--- config.mk ---
export PLATFORM = sky130hd
export DESIGN_NAME = dark_mem_sched
export DESIGN_NICKNAME = d
export VERILOG_FILES = /design/src/rtl/dark_mem_sched.sv
export SDC_FILE = /design/constraint.sdc
export NUM_CORES = 2
export LEC_CHECK = 0
export BUFFER_PORTS_ARGS = -buffer_cell sky130_fd_sc_hd__buf_2
export CAP_MARGIN = 20
export CELL_PAD_IN_SITES_DETAIL_PLACEMENT = 0
export CELL_PAD_IN_SITES_GLOBAL_PLACEMENT = 1
export CORE_MARGIN = 2
export CORE_UTILIZATION = 35
export CTS_CLUSTER_DIAMETER = 100
export DETAILED_ROUTE_END_ITERATION = 12
export PLACE_DENSITY_LB_ADDON = 0.1
export SLEW_MARGIN = 20
export SYNTH_ARGS = -nofsm -noshare
export SYNTH_HDL_FRONTEND = slang
export SYNTH_SLANG_ARGS = --single-unit
--- constraint.sdc ---
create_clock -name XCLK -period 2.5 [get_ports XCLK]
set_clock_uncertainty 0.2 [all_clocks]
set_input_delay 0.25 -clock XCLK [delete_from_list [all_inputs] [get_ports XCLK]]
set_output_delay 0.25 -clock XCLK [all_outputs]
set_load 0.01 [all_outputs]
--- src/rtl/dark_mem_sched.sv ---
// dark_mem_sched: multi-core shared-memory scheduler with a fixed-latency IDLE/ACCESS/DONE FSM.
// Define DARK_MEM_SCHED_RR_EN for round-robin arbitration; fixed lowest-index priority otherwise.
module dark_mem_sched #(
  parameter int NCORES = 2,
  parameter int MEM_DEPTH = 64,
  parameter int LATENCY = 4
) (
  input  logic                  XCLK,
  input  logic                  XRES,
  input  logic [NCORES*32-1:0]  DADDR,
  input  logic [NCORES*32-1:0]  DATAO,
  input  logic [NCORES-1:0]     WR,
  input  logic [NCORES-1:0]     RD,
  input  logic [NCORES*4-1:0]   BE,
  output logic [31:0]           DATAI,
  output logic [NCORES-1:0]     HLT,
  output logic [NCORES-1:0]     GRANT
);
  localparam int AW = $clog2(MEM_DEPTH);
  localparam int IW = NCORES > 1 ? $clog2(NCORES) : 1;
  typedef enum logic [1:0] {IDLE, ACCESS, DONE} state_t;
  state_t state;
  logic [3:0] cnt;
  logic [31:0] addr, wdata;
  logic [3:0] be;
  logic rd, wr;
  logic [NCORES-1:0] req;
  logic [IW-1:0] win;
  logic [AW-1:0] idx;
  logic commit;
  logic [31:0] mem [MEM_DEPTH] = '{default: '0};
`ifdef DARK_MEM_SCHED_RR_EN
  logic [IW-1:0] ptr;
  int k;
`endif
  assign req = RD | WR;
  assign HLT = req & ~({NCORES{state == DONE}} & GRANT);
  assign idx = addr[2 +: AW];
  assign commit = state == ACCESS && cnt == 4'd0;
  // Scan from lowest priority to highest so the last hit is the winner.
  always_comb begin
    win = '0;
`ifdef DARK_MEM_SCHED_RR_EN
    k = 0;
    for (int i = NCORES - 1; i >= 0; i--) begin
      k = (int'(ptr) + 1 + i) % NCORES;
      if (req[k]) win = IW'(k);
    end
`else
    for (int i = NCORES - 1; i >= 0; i--)
      if (req[i]) win = IW'(i);
`endif
  end
  always_ff @(posedge XCLK or negedge XRES)
    if (!XRES) begin
      state <= IDLE;
      cnt <= '0;
      GRANT <= '0;
      DATAI <= '0;
      addr <= '0;
      wdata <= '0;
      be <= '0;
      rd <= 1'b0;
      wr <= 1'b0;
`ifdef DARK_MEM_SCHED_RR_EN
      ptr <= IW'(NCORES - 1);
`endif
    end else
      case (state)
        IDLE: if (|req) begin
          state <= ACCESS;
          cnt <= 4'(LATENCY - 1);
          GRANT <= '0;
          GRANT[win] <= 1'b1;
          addr <= DADDR[32*win +: 32];
          wdata <= DATAO[32*win +: 32];
          be <= BE[4*win +: 4];
          rd <= RD[win];
          wr <= WR[win];
`ifdef DARK_MEM_SCHED_RR_EN
          ptr <= win;
`endif
        end
        ACCESS: begin
          cnt <= commit ? 4'd0 : cnt - 4'd1;
          if (commit) state <= DONE;
          if (commit && rd) DATAI <= addr[31] ? 32'h0 : mem[idx];
        end
        default: begin
          state <= IDLE;
          GRANT <= '0;
        end
      endcase
  // Bit 31 marks an unmapped region: writes there are dropped.
  always_ff @(posedge XCLK)
    if (XRES && commit && wr && !addr[31])
      for (int b = 0; b < 4; b++)
        if (be[b]) mem[idx][8*b +: 8] <= wdata[8*b +: 8];
endmodule

### Yosys cells after proc, flatten, opt, wreduce, memory -nomap -nowiden

Memories as Yosys holds them, arrays and structs flattened.
Index checks and enable logic that the tools add are counted.

* bitwise operators: 5
* shifts and indexed selects: 3
* equality and inequality tests: 4
* reduce and logical (&&, ||, !) cells: 16
* magnitude comparators: 2
* $add $sub $neg: 1
* muxes and demuxes: 29

Operators with widths (number)
* $shiftx 64x7->32: 2
* $mux 32: 1
* $mux 1: 19
* $reduce_and 2->1: 5
* $mux 4: 2
* $pmux 2 s2: 2
* $pmux 4 s2: 1
* $shiftx 8x4->4: 1
* $logic_and 1x1->1: 6
* $mux 2: 3
* $and 2x2->2: 2
* $logic_not 4->1: 1
* $ne 2x2->1 const B: 2
* $sub 4x1->4 const B: 1
* $eq 2x1->1 const B: 1
* $eq 2x2->1 const B: 1
* $logic_not 2->1: 1
* $lt 1x2->1 const B: 1
* $not 2->2: 1
* $or 2x2->2: 1
* $reduce_bool 2->1: 1
* $reduce_or 2->1: 1
* $demux 1 s1: 1
* $ge 1x1->1 const B: 1
* other kinds (2): 2

* memory bits (writable): 2048
* logic and storage cells: 70
* bits in registers: 110
* bits of input ports: 142
* output and inout port bits: 36
* memories kept: 1

Memories
* mem: words 64, bits a word 32, read ports 1, clocked after Yosys merged registers in 0, wr ports 1, RTL line 31 `logic [31:0] mem [MEM_DEPTH] = '{default: '0};`

### Depth between registers and ports, before layout

* depth in word-level cells: 9
* gate-level depth with buffers: 11
* gate-level depth less buffers: 7

### Least setup slack after synthesis

Ideal clock, no wire load.

* kind: register to register
* from: register addr[2]
* to: memory mem[12][0], enable pin
* library setup time: 0.370 ns
* data required time: 1.930 ns
* path buffers: 5
* path slack: -0.200 ns
* arrival time: 2.130 ns
* clock period less this slack: 2.700 ns
* stages on the path, launching flop included: 10
* path through: dfrtp_1 buf_6 or2_1 clkbuf_1 buf_4 buf_4 buf_2 nor2_1 nand2_1 nor2_1

RTL lines
* from (decl): RTL line 24 `logic [31:0] addr, wdata;`
* from (signal assigned): RTL line 75 `addr <= DADDR[32*win +: 32];`
* to (decl): RTL line 31

No word-level cell before the write port.

### Worst setup path after layout

* from: register addr[3]
* to: memory mem[40][2], enable pin

No word-level cell before the write port.

==> out/metrics.cfg <==
[timing]
slew_headroom_pct = 32.9
fin_tns_setup_ns = -143.15
worst_slack_ns = -0.237
period_needed_ns = 2.74
worst_pin_slew_ns = 1.01
finalCritPeriodShare_pct = 109
finalSetupViolCount = 1792
finalHoldViolCount = 0
rsz0062_at_grt = yes
max_freq_mhz = 365
drv_slew = 0
whs_ns = 0.0625

[routing]
vias = 50500
drt_pre_antenna_iters = 5
via_per_inst = 5.44
routedWlPerCell_um = 30.9
dr.first_iter.drc_count = 4354
ant_nets = 0
wl_mm = 286
drc = 0

[status]
status = complete, but fails checks
violations = negative setup slack

[floorplan]
die-area_um2 = 240000
start_util_pct = 35.1
die_h_um = 489
die_x_um = 489
rows = 178
core_area_um2 = 235000
io_pins = 178

[clock_network]
cts_buffer_depth = 3
clk-insertion-delay-late_ns = 0.91
cts_sinks = 2133
numCtsBuffers = 229
clkTransAtPathRegs_ns = 0.06
clock-root-buffer = clkbuf_16
htreeDepth = 4
cts_tree = yes

[job]
drv_cap = 0

[worst_hold_path]
hold_path_class = input pin to flip-flop

[global_routing]
grt_pass1_wl_mm = 395
overflow = 0
grt_pass1_vias = 50400
antenna_found_initial = 12
track_usage_pct = 23.4
grt_max_degree = 86

[setup_path]
startpoint_type = flip-flop
arrival_ns = 3.13
end_kind = flip-flop
path_class = flip-flop to flip-flop
path_max_fanout = 8
required_ns = 2.89

[power_and_ir_drop]
p_per_area_nw_per_um2 = 1190
leakage_nw = 37.7
vdd_drop_max_uv = 1340

[placed_design]
portBuffers = 127
gp_congestion = 0.836
hpwl_mm = 185

[final_layout]
layout-drive-gt1-share_pct = 31.7
nets = 6078
final_cell_mix = edfxtp_1, buf_4, mux2i_1
final_common_cell = edfxtp_1
syn2layout_area_growth_pct = 32.8

[synthesis]
synth_edf_count = 2048
synth-main-ff-cell = edfxtp_1
synth.avg_cell_area_um2 = 17.2
synth_top_cell_area_share_pct = 74.6
synthCells = 4806
synth_seq_cells = 2133
synth_largest_area_cell = edfxtp_1
synth_warnings = 0
mappedNetlistArea_um2 = 82500
ys_seq_area_share_pct = 77.2
netlist-cell-type-count = 51
syn_nets = 4949
synth_area_leaders = edfxtp_1, mux2i_1, a221o_1
synthArstFlopShare_pct = 3.98

## stage by stage
step                      utilization (%)  instances  power, mW  area (µm²)  setup slack, ns
after floorplan                         -       4806       67.7       82800           -0.137
after global routing                 46.7       9279        135      110000           -0.301
after detailed placement             40.7       8586       91.6       95500           -0.531
after global placement               40.7       8586       91.5       95500           -0.499
after CTS                            45.7       9236        129      107000           -0.231
final                                46.7       9283        130      110000           -0.237
## state kept, by name, summed over array words and instances (netlist names)
register / count
wdata: 32
mem: 2048
DATAI: 32
rd: 1
cnt: 4
state: 2
be: 4
wr: 1
addr: 7
GRANT: 2
## cell usage after synthesis (all sizes together) (85+ instances only)
master / number
edfxtp: 2048
mux2i: 513
nor2: 333
a221oi: 262
a221o: 239
o22ai: 231
clkbuf: 205
a21oi: 169
buf: 166
o21ai: 165
o22a: 123
nand2: 112
dfrtp: 85
## cell type report
class                           instances  area (µm²)
Antenna cell                            8        20.0
Clock buffer                          282        5950
Clock inverter                        139        1350
Fill cell                           20400      125000
Inverter                                5        31.3
Multi-Input combinational cell       2300       19800
Sequential cell                      2133       63700
Tap cell                             3150        3940
Timing Repair Buffer                 1266       14700
## layer usage
| layer | vias up | GRT usage [%] | part of all wire [%] |
|---|---|---|---|
| met5 | - | 0 | 0 |
| met4 | 0 | 6.08 | 2.5 |
| met3 | 305 | 2.94 | 4.3 |
| met2 | 1302 | 38.3 | 48 |
| met1 | 26800 | 33.0 | 45 |
| li1 | 22100 | - | - |
## path summary, 6_finish.rpt
check	start	endpoint	slack, ns	cells after the start
worst max register to register	addr[3]	mem[40][2]	-0.24	10
min in group asynchronous	XRES	wdata[24]	0.37	4
worst min register to register	rd	rd	0.31	2
max in group asynchronous	XRES	DATAI[10]	1.09	4
worst min-delay path	DATAO[13]	wdata[13]	0.06	4
worst max-delay path	addr[3]	mem[40][2]	-0.24	10
## logic make-up after synthesis
kind of cell | after synthesis | share of synthesized area, %
AOI/OAI and AO/OA | 1264 | 11.8
buffers and inverters | 376 | 2.11
DFF | 2133 | 77.2
adders and majority gates | 1 | 0.0152
muxes | 517 | 6.34
and+or+nand+nor | 515 | 2.59
## worst max-delay path, stage by stage, from the launching register on
cell and delay, ns:
dfrtp_2 0.49, buf_6 0.14, or2_4 0.31, buf_12 0.16, clkbuf_16 0.18, nor2_4 0.09
buf_6 0.14, nand2_1 0.09, buf_4 0.20, nor2_1 0.19, buf_12 0.18
## where the power goes
group          total (mW)  switching, mW  internal (mW)  leakage (nW)
logic                50.6           30.0           20.6          14.9
clock network        33.0           14.5           18.6          3.55
registers            46.6           1.85           44.7          19.2
total                 130           46.3           83.9          37.7
## what timing repair did
action | 4_1_cts | 5_1_grt
gates cloned | 31 | 18
endpoints found under the hold margin | 135 | 0
setup endpoints to repair | 2080 | 2047
gates resized for setup | 413 | 353
pin swaps | 101 | 120
hold buffers | 144 | 0
setup buffers | 57 | 32
Note: power is estimated with default switching activity, not from simulation.
